[config.mk]
export PLATFORM = sky130hd
export DESIGN_NAME = sram_i_reader
export DESIGN_NICKNAME = d
export VERILOG_FILES = /design/src/rtl/sram_i_reader.sv
export SDC_FILE = /design/constraint.sdc
export NUM_CORES = 1
export LEC_CHECK = 0
export ABC_AREA = 1
export BUFFER_PORTS_ARGS = -buffer_cell sky130_fd_sc_hd__buf_2
export CAP_MARGIN = 10
export CORE_MARGIN = 3
export CORE_UTILIZATION = 58
export CTS_CLUSTER_SIZE = 25
export DETAILED_ROUTE_END_ITERATION = 10
export PLACE_DENSITY = 0.8
export SLEW_MARGIN = 20
export SYNTH_ARGS = -nofsm -noshare
export SYNTH_HDL_FRONTEND = slang
export SYNTH_SLANG_ARGS = --single-unit
[constraint.sdc]
create_clock -name clk -period 19.2 [get_ports clk]
set_input_delay 0.96 -clock clk [delete_from_list [all_inputs] [get_ports clk]]
set_output_delay 0.96 -clock clk [all_outputs]
set_load 0.03 [all_outputs]
[src/rtl/sram_i_reader.sv]
// rtl/sram_i_reader.sv - read-side sweep controller for the input-activation SRAM
module sram_i_reader #(
    parameter int WORD_AMOUNT  = 3136,
    parameter int BIT_PER_WORD = 145,
    parameter int ADDR_W       = $clog2(WORD_AMOUNT)
) (
    input  logic                    clk,
    input  logic                    rst,
    input  logic                    start,
    input  logic [ADDR_W-1:0]       base_addr,
    input  logic [ADDR_W-1:0]       length,
    output logic                    busy,
    output logic                    done,
    output logic                    sram_we,
    output logic [ADDR_W-1:0]       sram_addr,
    output logic                    sram_final_flag,
    input  logic [BIT_PER_WORD-1:0] sram_dout,
    output logic                    out_valid,
    input  logic                    out_ready,
    output logic [BIT_PER_WORD-1:0] out_data,
    output logic                    out_last
);

    typedef enum logic [1:0] {IDLE, READ, DRAIN, DONE} state_t;

    state_t state, state_next;

    // remaining counts words still to issue after the one currently presented
    logic [ADDR_W-1:0]       remaining;
    // tag1: address presented this cycle; tag2: its data is on sram_dout now
    logic                    tag1_v, tag1_last, tag2_v, tag2_last;

    logic [BIT_PER_WORD-1:0] fifo_data [3];
    logic                    fifo_last [3];
    logic [1:0]              rd_ptr, wr_ptr, count, count_next;

    logic                    push, pop, room;
    logic                    start_issue, read_issue, issue, issue_last;
    logic [ADDR_W-1:0]       start_addr, addr_inc;

    assign push = tag2_v;
    assign pop  = (count != 2'd0) && out_ready;

    // occupancy after this edge, used both to update the FIFO and to gate issue
    always_comb begin
        count_next = count;
        if (push && !pop)
            count_next = count + 2'd1;
        else if (!push && pop)
            count_next = count - 2'd1;
    end

    // a new issue lands in the FIFO two edges later; tag1 lands one edge later
    assign room        = ({1'b0, count_next} + {2'b0, tag1_v}) < 3'd3;
    assign start_issue = (state == IDLE) && start && (length != '0);
    assign read_issue  = (state == READ) && room && (remaining != '0);
    assign issue       = start_issue || read_issue;
    assign issue_last  = start_issue ? (length == ADDR_W'(1)) : (remaining == ADDR_W'(1));

    assign start_addr  = (base_addr >= ADDR_W'(WORD_AMOUNT)) ? '0 : base_addr;
    assign addr_inc    = (sram_addr == ADDR_W'(WORD_AMOUNT - 1)) ? '0 : sram_addr + ADDR_W'(1);

    // state register
    always_ff @(posedge clk) begin
        if (rst)
            state <= IDLE;
        else
            state <= state_next;
    end

    // next-state: sweep issues addresses, then waits for the final word to leave
    always_comb begin
        state_next = state;
        case (state)
            IDLE: begin
                if (start) begin
                    if (length == '0)
                        state_next = DONE;
                    else if (length == ADDR_W'(1))
                        state_next = DRAIN;
                    else
                        state_next = READ;
                end
            end
            READ:    if (read_issue && issue_last) state_next = DRAIN;
            DRAIN:   if (pop && fifo_last[rd_ptr]) state_next = DONE;
            default: state_next = IDLE;
        endcase
    end

    // state-decoded status outputs
    always_comb begin
        busy = (state == READ) || (state == DRAIN);
        done = (state == DONE);
    end

    // address generator, remaining-word counter and read-tag pipeline
    always_ff @(posedge clk) begin
        if (rst) begin
            sram_addr <= '0;
            remaining <= '0;
            tag1_v    <= 1'b0;
            tag1_last <= 1'b0;
            tag2_v    <= 1'b0;
            tag2_last <= 1'b0;
        end else begin
            tag2_v    <= tag1_v;
            tag2_last <= tag1_last;
            tag1_v    <= issue;
            tag1_last <= issue && issue_last;
            if (start_issue) begin
                sram_addr <= start_addr;
                remaining <= length - ADDR_W'(1);
            end else if (read_issue) begin
                sram_addr <= addr_inc;
                remaining <= remaining - ADDR_W'(1);
            end
        end
    end

    // 3-entry output FIFO; storage is cleared so out_data reads 0 after reset
    always_ff @(posedge clk) begin
        if (rst) begin
            rd_ptr <= 2'd0;
            wr_ptr <= 2'd0;
            count  <= 2'd0;
            for (int i = 0; i < 3; i++) begin
                fifo_data[i] <= '0;
                fifo_last[i] <= 1'b0;
            end
        end else begin
            if (push) begin
                fifo_data[wr_ptr] <= sram_dout;
                fifo_last[wr_ptr] <= tag2_last;
                wr_ptr            <= (wr_ptr == 2'd2) ? 2'd0 : wr_ptr + 2'd1;
            end
            if (pop)
                rd_ptr <= (rd_ptr == 2'd2) ? 2'd0 : rd_ptr + 2'd1;
            count <= count_next;
        end
    end

    assign sram_we         = 1'b0;
    assign sram_final_flag = tag1_last;
    assign out_valid       = (count != 2'd0);
    assign out_data        = fifo_data[rd_ptr];
    assign out_last        = (count != 2'd0) && fifo_last[rd_ptr];

endmodule

==> After elaboration in Yosys (flattened, before gate mapping) <==
Memory sizes are Yosys's and may differ from the RTL's. A register that Yosys moved wholly into a read port is not among the register bits.
Index checks and enable logic that the tools add are counted.
{ "op_classes": {"bitwise": 0, "mul": 0, "mux": 32, "eq_ne": 11, "order_cmp": 2, "add_sub_neg": 8, "shifts": 0, "reduce_logical": 24, "div": 0} }
{ "op_table": {"columns": ["operator", "count"], "rows": [
  ["$mux W145", 1],
  ["$reduce_or A145 Y1", 1],
  ["$mux W12", 6],
  ["$mux W2", 15],
  ["$eq A12 B1 Y1 const B", 2],
  ["$reduce_bool A12 Y1", 2],
  ["$sub A12 B1 Y12 const B", 2],
  ["$add A12 B1 Y12 const B", 1],
  ["$eq A12 B12 Y1 const B", 1],
  ["$ge A12 B12 Y1 const B", 1],
  ["$logic_not A12 Y1", 1],
  ["$logic_and A1 B1 Y1", 11],
  ["$mux W1", 9],
  ["$eq A2 B2 Y1 const B", 4],
  ["$add A2 B1 Y2 const B", 3],
  ["$pmux W2 S3", 1],
  ["$ne A2 B2 Y1 const B", 2],
  ["$reduce_bool A2 Y1", 2],
  ["$add A2 B1 Y3", 1],
  ["$lt A3 B2 Y1 const B", 1],
  ["$reduce_and A3 Y1", 1],
  ["$eq A2 B1 Y1 const B", 1],
  ["$logic_not A1 Y1", 2],
  ["$logic_not A2 Y1", 1],
  ["other kinds (4)", 5]
]} }
{ "totals": {"inputBits": 173, "elab_cells": 89, "latchBits": 0, "memories": 2, "ram_bits": 438, "output_inout_bits": 163, "rom_bits": 0, "register_bits": 36} }
{ "mem_list": {"columns": ["name", "words", "word_bits", "rd", "rd_ports_with_merged_regs", "write_ports", "line_no", "rtl"], "rows": [
  ["fifo_data", 3, 145, 1, 1, 3, "33", "logic [BIT_PER_WORD-1:0] fifo_data [3];"],
  ["fifo_last", 3, 1, 1, 1, 3, "34", "logic fifo_last [3];"]
]} }

==> Logic depth before layout (Yosys ltp) <==
Gate-level depths: netlist of the first run.
{ "logic_depth": {"word_depth": 12, "depth_mapped": 19, "ltp_nobuf": 19} }

==> Worst setup path before layout of the first run <==
Ideal clock, no wire load.
{ "synth_timing": {"path_type": "in2reg", "startpoint": "input port rst", "endpoint": "memory fifo_data[3][0] (enable)", "stages": 1, "t_arrival_ns": 14.981, "setup_ns": 1.010, "path_slack_ns": 3.209, "required_ns": 18.190, "n_path_buf": 0, "path_cell_list": "nor4_1"} }
{ "synth_rtl": {"columns": ["element", "line_no", "rtl"], "rows": [
  ["start, declared", "8", "input logic rst,"],
  ["end, declared", "33", null]
]} }

==> results of run 1 <==
==> per-stage QoR <==
step / instances / power [W] / instance area [um^2] / worst slack (ns)
final: 3351 / 0.00406 / 30500 / 14.73
after global routing: 3350 / 0.00424 / 30500 / 14.54
after CTS: 3348 / 0.00407 / 30400 / 14.59
after detailed placement: 3238 / 0.00292 / 28500 / 14.88
after global placement: 3238 / 0.00289 / 28500 / 14.91
after floorplan: 2447 / 0.00256 / 26600 / 3.21
==> kinds of logic (layout without fill, tap and decap cells) <==
| kind of cell | after synthesis | count (layout) | synth area share (%) |
|---|---|---|---|
| flops | 622 | 622 | 68.8 |
| compound gates | 510 | 510 | 10.6 |
| mux | 1 | 1 | 0.0376 |
| buf+inv | 358 | 667 | 5.62 |
| other cells | 1 | 4 | 0.0141 |
| simple gates | 932 | 932 | 14.0 |
| fa+ha+maj | 12 | 12 | 0.564 |
| xor+xnor | 11 | 11 | 0.362 |
==> cell usage in the layout, fill, tap and decap left out, drive strengths merged, types with 8 or more instances in the layout <==
cell type	n
nor2	781
edfxtp	584
buf	353
o21ai	324
inv	204
o22ai	145
nand2	95
clkbuf	75
dfxtp	38
nand3	35
clkinv	28
a21oi	18
ha	12
a31oi	9
xor2	8
nand4	8
==> flip-flops by register name, summed over array words and instances (netlist names), named ones only <==
name and count:
state 2, tag1_v 1, tag2_last 1, wr_ptr 2, rd_ptr 2, sram_addr 12, fifo_last 4, fifo_data 580
sram_final_flag 1, count 2, remaining 12, push 1
==> routing by layer <==
metal / GRT usage [%] / up-vias
met4: 8.80 / 14
met2: 45.8 / 908
met1: 35.4 / 9340
met5: 0 / -
li1: - / 8950
met3: 5.29 / 123
==> how the worst min path moves through the flow <==
stage,end,slack (ns)
floorplan,push,0.41
global placement,push,0.42
detailed placement,push,0.42
CTS,push,0.42
global route,tag2_last,0.46
finish,push,0.42
==> critical path, stage by stage, from the launching register on <==
cell	delay, ns
dfxtp_4	0.53
inv_4	0.58
buf_4	0.87
o21ai_0	0.25
o22ai_1	0.33
buf_2	0.27
==> power by group through the flow <==
stage,registers (W),clock network (W),logic [W]
3_5_place_dp,0.00167,0,0.00125
3_3_place_gp,0.00167,0,0.00123
5_1_grt,0.00166,0.00122,0.00136
4_1_cts,0.00164,0.00116,0.00126
2_1_floorplan,0.00167,0,0.000886
6_report,0.00164,0.00115,0.00126
==> area by class of cell <==
cell class / count / area, um^2
Multi-Input combinational cell: 1467 / 6870
Tap cell: 592 / 741
Fill cell: 3264 / 14300
Antenna cell: 3 / 7.51
Sequential cell: 622 / 18300
Inverter: 204 / 786
Clock buffer: 75 / 1600
Clock inverter: 35 / 313
Timing Repair Buffer: 353 / 1840
==> Yosys cell counts, drive strengths merged <==
library cell | n | share of area (%)
a31oi | 9 | 0.21
dfxtp | 38 | 2.9
clkbuf | 89 | 1.3
a211oi | 3 | 0.085
nand2 | 95 | 1.6
xor2 | 8 | 0.26
nand3 | 35 | 0.70
o22ai | 145 | 3.4
inv | 204 | 2.9
a21oi | 18 | 0.42
or2 | 2 | 0.047
o21bai | 1 | 0.028
xnor2 | 3 | 0.099
edfxtp | 584 | 66
nand4 | 8 | 0.19
o31ai | 4 | 0.13
nor4 | 1 | 0.024
conb | 1 | 0.014
buf | 65 | 1.5
o21a | 1 | 0.028
and3 | 2 | 0.047
ha | 12 | 0.56
nor2 | 781 | 11
mux2i | 1 | 0.038
nor3 | 7 | 0.13
o211ai | 5 | 0.18
and2 | 1 | 0.024
o21ai | 324 | 6.1
==> impl_metrics.toml, run 1 <==
[clocking]
clkTransAtPathRegs_ns = 0.06
cts.repair.resized = 0
clock-sinks = 622
cts_max_path_buffers = 3
clock_insertion_delay_worst_skew_ns = 0.63
h-tree-depth = 2
cts_hold_repair.buffers = 0
post_cts_buffers = 0
clock-root-buffer = "clkbuf_16"
tritoncts = "yes"
cts_buffers = 61

[global_route]
maximum_number_of_pins_on_one_net_before_global_route_repair = 259
grt_pass1_wl_um = 102000
grt_pass1_vias = 19400
grt-ovfl-total = 0
globalRouteTotalUtil_pct = 27.0
grt_antenna_before_repair = 11

[pwr]
internal_power_w = 0.00257
power_switching_w = 0.00149
p_sw_share_pct = 36.7
ir_drop_v = 0.0000990
p_leak_nw = 12.4
pwr-share-seq_pct = 40.5
pwr-share-comb_pct = 31.1
power.share.clock_pct = 28.4
total_power_density_per_cell_area_mw_per_mm2 = 133

[min_path]
holdCritStartpoint = "tag1_v"
hold_depth = 2
worst_hold_path_type = "reg -> reg"

[worst_setup_path]
critPathRequiredTime_ns = 18.24
crit_path_end_kind = "primary output"
worstRegToRegCells = 6
type_of_the_worst_setup_path = "reg -> out"
critical_path.max_fanout = 89
crit_path_start_kind = "flip-flop"
critical_path.reg2reg.startpoint = "push"
crit_path_dat_ns = 3.51
regToRegSetupSlack_ns = 15.69
setup.worst_path.end = "out_data[104]"
critical_path.reg2reg.endpoint = "fifo_data[1][82]"

[route]
dr.max_layer_used = "met5"
vias = 19300
drt.antenna.violating_nets = 0
wirelength_met1_um = 25500
first_iter_violations = 1834
vias_per_cell = 5.77
wl_final_um = 66300
wire_per_inst_um = 19.8
route.met2.wl_um = 33100
met3RoutedLength_um = 6190
drt-pass1-iter-count = 5
drc_errors = 0

[floorplanning]
die-area_mm2 = 0.0485
row_count = 77
die_x_um = 220
die_height_um = 220
ioPinCount = 336
floorplan.initialDensity_pct = 59.4
design.core.area_mm2 = 0.0448

[yosys]
postSynthRegisterBits = 622
synth.cell_area_mm2 = 0.0266
synthesis.area_per_instance_um2 = 10.9
synth_sequential_area_ratio_pct = 68.8
synthesis.nets = 2632
syn_inst = 2447
synth_warnings = 0
synth_cell_types = 43

[sta]
tns_ns = 0
fin_skew_ns = 0.0285
setup_viol_count_final = 0
fmax_ghz = 0.224
transition_time_at_the_pin_with_the_least_slew_margin_ns = 1.15
slew-limit-headroom_pct = 23.5
finalHoldViolCount = 0
final_period_minus_worst_setup_slack_ns = 4.47
grt_setup_unrepaired = "no"
min_period_over_period_pct = 23.3
finalMaxSlewViolations = 0
hold-worst-slack_ns = 0.418

[finish]
drive_above_1_share_pct = 17.5
synthToLayoutAreaGrowth_pct = 14.5
nets = 2894
finished_core_util_pct = 68.0

[flow_run]
drv.max_cap_violation_count = 0

[place]
buffer_ports.inserted = 334
dp.final_hpwl_um = 37300
finalWeightedCongestion = 0.851

[status]
run_status = "finished, final reports clean"
(Power assumes the default switching activity.)
==> inputs of run 2 (changes only) <==
==> constraint.sdc (replaced) <==
create_clock -name clk -period 4.41 [get_ports clk]
set_input_delay 0.2205 -clock clk [delete_from_list [all_inputs] [get_ports clk]]
set_output_delay 0.2205 -clock clk [all_outputs]
set_load 0.03 [all_outputs]
==> run 2 against run 1 <==
Critical path depth unchanged. Clock power rose to 4.2 times the previous value. Register-to-register slack worse by 14 ns. First-iteration DRC count up 27%. Non-clock buffer count up 165. Hold slack worse by 0.33 ns. Largest power group unchanged. Highest routed layer unchanged. Utilization up 3.6 points.
==> impl_metrics.toml, run 2 (same netlist as run 1, synthesis figures left out) <==
[clocking]
clock-root-buffer = "clkbuf_16"
tritoncts = "yes"
clock_insertion_delay_worst_skew_ns = 0.62
clock-sinks = 622
cts_hold_repair.buffers = 161
post_cts_buffers = 0
cts.repair.resized = 0
h-tree-depth = 2
clkTransAtPathRegs_ns = 0.07
cts_buffers = 58
cts_max_path_buffers = 3

[finish]
final_cell_area_mm2 = 0.0321
drive_above_1_share_pct = 16.6
number_of_flip_flops_under_the_largest_register_name = 580
layout_common_cells = "772 x nor2_1, 584 x edfxtp_1, 334 x buf_2, 308 x o21ai_0, 197 x inv_1"
top_regs = "fifo_data (580), remaining (12), sram_addr (12)"
nets = 3056
layout.filler_cells = 2929
final_common_cell = "nor2_1"
synthToLayoutAreaGrowth_pct = 20.6
regMostFlops = "fifo_data"
finished_core_util_pct = 71.6

[sta]
min_period_over_period_pct = 78.5
final_period_minus_worst_setup_slack_ns = 3.46
setup_viol_count_final = 0
slew-limit-headroom_pct = 17.4
fmax_ghz = 0.289
transition_time_at_the_pin_with_the_least_slew_margin_ns = 1.24
finalMaxSlewViolations = 0
tns_ns = 0
fin_skew_ns = 0.0238
finalHoldViolCount = 0
grt_setup_unrepaired = "no"

[floorplanning]
ioPinCount = 336
floorplan.initialDensity_pct = 59.4
row_count = 77
die_height_um = 220
die-area_mm2 = 0.0485
die_x_um = 220
design.core.area_mm2 = 0.0448

[min_path]
hold_depth = 5
holdCritStartpoint = "length[10]"
whs_endpoint = "remaining[10]"
worst_hold_path_type = "in -> reg"

[route]
vias_per_cell = 5.77
drt-pass1-iter-count = 6
wire_per_inst_um = 19.8
drt.antenna.violating_nets = 0
first_iter_violations = 2331
wl_final_um = 69700
vias = 20300
drc_errors = 0

[place]
buffer_ports.inserted = 334
area_after_detailed_placement_mm2 = 0.0286
dp.final_hpwl_um = 36800
finalWeightedCongestion = 0.883

[worst_setup_path]
slowest_delay_ns = 0.85
crit_path_start_kind = "flip-flop"
critical_path.cell_chain = "inv_6 > buf_4 > o21ai_0 > o22ai_1 > buf_2"
critical_path.reg2reg.startpoint = "count[0]"
worstRegToRegCells = 19
crit_path_end_kind = "primary output"
type_of_the_worst_setup_path = "reg -> out"
critical_path.max_fanout = 123
regToRegSetupSlack_ns = 1.47
critical_path.reg2reg.endpoint = "remaining[10]"
crit_path_dat_ns = 3.24
timing.critical_path.slowest_stage_cell = "inv_6"
critPathRequiredTime_ns = 4.19

[global_route]
grt_antenna_before_repair = 7
grt_pass1_wl_um = 107000
maximum_number_of_pins_on_one_net_before_global_route_repair = 243
globalRouteTotalUtil_pct = 28.3
grt_pass1_vias = 20600
grt-ovfl-total = 0

[pwr]
p_leak_nw = 13.1
total_power_density_per_cell_area_mw_per_mm2 = 550
post-layout-total-power_w = 0.0177
ir_drop_v = 0.000466

[flow_run]
drv.max_cap_violation_count = 0

[status]
run_status = "finished, final reports clean"
-- run 2: changes by cell type in the layout (fill, tap and decap cells not counted), sizes merged --
| cell | delta |
|---|---|
| buf | +4 |
| bufinv | -1 |
| clkinv | -2 |
| clkinvlp | -2 |
| diode | +1 |
| dlygate4sd3 | +161 |
| inv | +2 |
-- run 2: layer usage --
layer	part of all wire [%]	global-route usage [%]	up-vias	routed length, um
met2	50	48.5	1050	35000
met3	8.7	5.59	188	6070
li1	-	-	9268	-
met5	0.049	0	-	34
met4	3.6	11.5	6	2490
met1	37	35.6	9765	26100
-- run 2: worst max path at each step --
stage / to / slack [ns] / start
3_5_place_dp: remaining[10] / 1.52 / count[0]
6_report: out_data[119] / 0.95 / flip-flop
3_3_place_gp: remaining[10] / 1.66 / count[0]
4_1_cts: out_data[119] / 1.0 / flip-flop
2_1_floorplan: fifo_data[3][0] / -1.11 / push
5_1_grt: out_data[105] / 0.82 / flip-flop
-- run 2: critical path: cells and delay by family, from the launching register on --
kind                   cells  cell delay, ns
buffers and inverters      3            1.55
flip-flops                 1            0.58
AO/OA/AOI/OAI              2            0.41
-- run 2: per-stage QoR --
stage	cells	setup slack (ns)	hold WS, ns
final	3514	0.946	0.0911
after global routing	3514	0.820	0.128
after CTS	3510	0.997	0.0551
after detailed placement	3242	1.52	0.413
after global placement	3242	1.66	0.411
after floorplan	2447	-1.11	0.302
-- run 2: cell type report --
cell class	count	area, um^2	share of cell area (%)
sequential	622	18300	57.1
multi-input combinational	1467	6910	21.5
timing repair buffer	518	3520	11.0
clock buffer	75	1560	4.85
inverter	204	783	2.44
tap	592	741	2.31
clock inverter	32	254	0.792
antenna	4	10.0	0.0312
-- run 2: report_power, final --
group | internal [W] | leakage [nW] | total [W] | switching [W]
Combinational | 0.00156 | 6.06 | 0.00562 | 0.00406
Sequential | 0.00687 | 6.16 | 0.00719 | 0.000314
Clock | 0.00271 | 0.893 | 0.00484 | 0.00213
==> inputs of run 3 (changes only) <==
==> constraint.sdc (replaced) <==
create_clock -name clk -period 3.6 [get_ports clk]
set_input_delay 0.18 -clock clk [delete_from_list [all_inputs] [get_ports clk]]
set_output_delay 0.18 -clock clk [all_outputs]
set_load 0.03 [all_outputs]
==> run 3 against run 2 <==
Clock-buffer cell count increased by 2. Flip-flop and latch count is the same. Final area increased by 0.84%. Final cell count up 0.23%. Sequential power up 21%. Power is 25% higher. Setup slack worse by 0.32 ns. Critical path depth up 14. Critical endpoint is now remaining[10]. Largest cell class unchanged. Highest routed layer unchanged.
==> impl_metrics.toml, run 3 (same netlist as run 1, synthesis figures left out) <==
[status]
run_status = "finished, final reports clean"

[worst_setup_path]
critical_path.cell_chain = "inv_1 > ha_1 > inv_1 > nand2_1 > nor2_1 > inv_1 > nand2_1 > xor2_1 > ha_1 > ha_1 > nand2_1 > nand2_1 > a21oi_4 > inv_4 > nand2_8 > inv_4 > nor2_4 > o211ai_1 > nand2_1"
crit_path_dat_ns = 3.54
timing.critical_path.depth = 19
critical_path.max_fanout = 33
startpoint = "count[0]"
slowest_delay_ns = 0.36
critical_path.reg2reg.endpoint = "remaining[10]"
worstRegToRegCells = 19
crit_path_start_kind = "flip-flop"
path_delay_family = "simple AND/OR/NAND/NOR gates"
crit_path_end_kind = "flip-flop"
timing.critical_path.buf_inv = 5
critPathRequiredTime_ns = 4.16
critical_path.reg2reg.startpoint = "count[0]"
regToRegSetupSlack_ns = 0.62
setup.worst_path.end = "remaining[10]"
type_of_the_worst_setup_path = "reg -> reg"
timing.critical_path.slowest_stage_cell = "dfxtp_1"
worst_path_most_repeated_cell = "nand2_1"

[clocking]
clock-sinks = 622
clock-root-buffer = "clkbuf_16"
h-tree-depth = 2
cts_buffers = 60
cts_max_path_buffers = 3
tritoncts = "yes"
clkTransAtPathRegs_ns = 0.06
cts.repair.resized = 0
clock_insertion_delay_worst_skew_ns = 0.63

[finish]
regMostFlops = "fifo_data"
top_regs = "fifo_data (580), remaining (12), sram_addr (12)"
layoutNonFillerInstCount = 3522
drive_above_1_share_pct = 16.7
layout_common_cells = "772 x nor2_1, 584 x edfxtp_1, 334 x buf_2, 308 x o21ai_0, 197 x inv_1"
nets = 3064
number_of_flip_flops_under_the_largest_register_name = 580
final_common_cell = "nor2_1"
synthToLayoutAreaGrowth_pct = 21.6

[min_path]
worst_hold_path_type = "in -> reg"
hold_depth = 4

[sta]
final_period_minus_worst_setup_slack_ns = 2.98
setup_viol_count_final = 0
layout_setup_ws_ns = 0.623
slew-limit-headroom_pct = 30.9
finalMaxSlewViolations = 0
grt_setup_unrepaired = "no"
fin_skew_ns = 0.0270
finalHoldViolCount = 0
transition_time_at_the_pin_with_the_least_slew_margin_ns = 1.04
fmax_ghz = 0.336
min_period_over_period_pct = 82.7

[flow_run]
drv.max_cap_violation_count = 0

[pwr]
p_leak_nw = 13.2
total_power_density_per_cell_area_mw_per_mm2 = 680
post-layout-total-power_w = 0.0220
ir_drop_v = 0.000527

[route]
vias = 20500
drt-pass1-iter-count = 6
first_iter_violations = 2233
vias_per_cell = 5.82
drt.antenna.violating_nets = 0
drc_errors = 0
wl_final_um = 70700
wire_per_inst_um = 20.1

[global_route]
grt_antenna_before_repair = 6
maximum_number_of_pins_on_one_net_before_global_route_repair = 213
grt-ovfl-total = 0
grt_pass1_wl_um = 108000
globalRouteTotalUtil_pct = 28.7
grt_pass1_vias = 20800

[place]
place_ws_ns = 0.749
dp.final_hpwl_um = 37300
dp.cells = 3247
finalWeightedCongestion = 0.854
buffer_ports.inserted = 334

[floorplanning]
die_height_um = 220
floorplan.initialDensity_pct = 59.4
die_x_um = 220
design.core.area_mm2 = 0.0448
die-area_mm2 = 0.0485
row_count = 77
ioPinCount = 336
-- run 3: cell count changes in the layout (fill, tap and decap cells not counted), moves of 2 or more --
cell / delta
buf_4: -5
clkinv_1: -2
buf_12: +10
bufinv_16: +2
clkinv_2: -4
clkbuf_1: +2
inv_6: -2
-- run 3: through the flow --
step / area [um^2] / TNS [ns] / hold slack (ns) / utilization [%]
2_1_floorplan: 26600 / -279.76 / 0.261 / -
3_3_place_gp: 28800 / 0 / 0.371 / 64.3
3_5_place_dp: 28800 / 0 / 0.372 / 64.3
4_1_cts: 32300 / 0 / 0.000770 / 72.2
5_1_grt: 32300 / 0 / 0.0261 / 72.2
6_report: 32300 / 0 / 0.0380 / 72.2
-- run 3: worst min-delay path: stages --
cell and delay (ns):
buf_2 0.10, o21a_1 0.16, a21oi_1 0.09, nor2_1 0.09
-- run 3: worst min-delay path by stage --
stage / startpoint / to
2_1_floorplan: rst / tag1_v
3_3_place_gp: sram_dout[26] / fifo_data[3][26]
3_5_place_dp: sram_dout[131] / fifo_data[3][131]
4_1_cts: start / state[1]
5_1_grt: start / state[1]
6_report: start / state[1]
-- run 3: area by class of cell --
type,instances,area (um^2)
clock inverter,31,333
sequential,622,18300
timing repair buffer,524,3690
fill,2920,12500
antenna,5,12.5
clock buffer,77,1580
multi-input combinational,1467,6910
inverter,204,781
tap,592,741
-- run 3: timing repair --
action	in CTS	in global routing
hold buffers	162	0
endpoints found under the setup margin	0	0
setup buffers	0	0
hold endpoints to repair	603	0
-- run 3: metal layers --
layer	GRT usage [%]	vias to the layer above	routed length, um
met5	0	-	25
met4	11.8	4	2430
met3	4.34	182	6060
met2	50.2	1139	36000
met1	36.2	9902	26200
li1	-	9279	-
-- run 3: power breakdown --
| group | switching (W) | total, W | internal (W) |
|---|---|---|---|
| logic | 0.00515 | 0.00711 | 0.00196 |
| clock network | 0.00266 | 0.00618 | 0.00352 |
| registers | 0.000282 | 0.00870 | 0.00842 |
| total | 0.00809 | 0.0220 | 0.0139 |
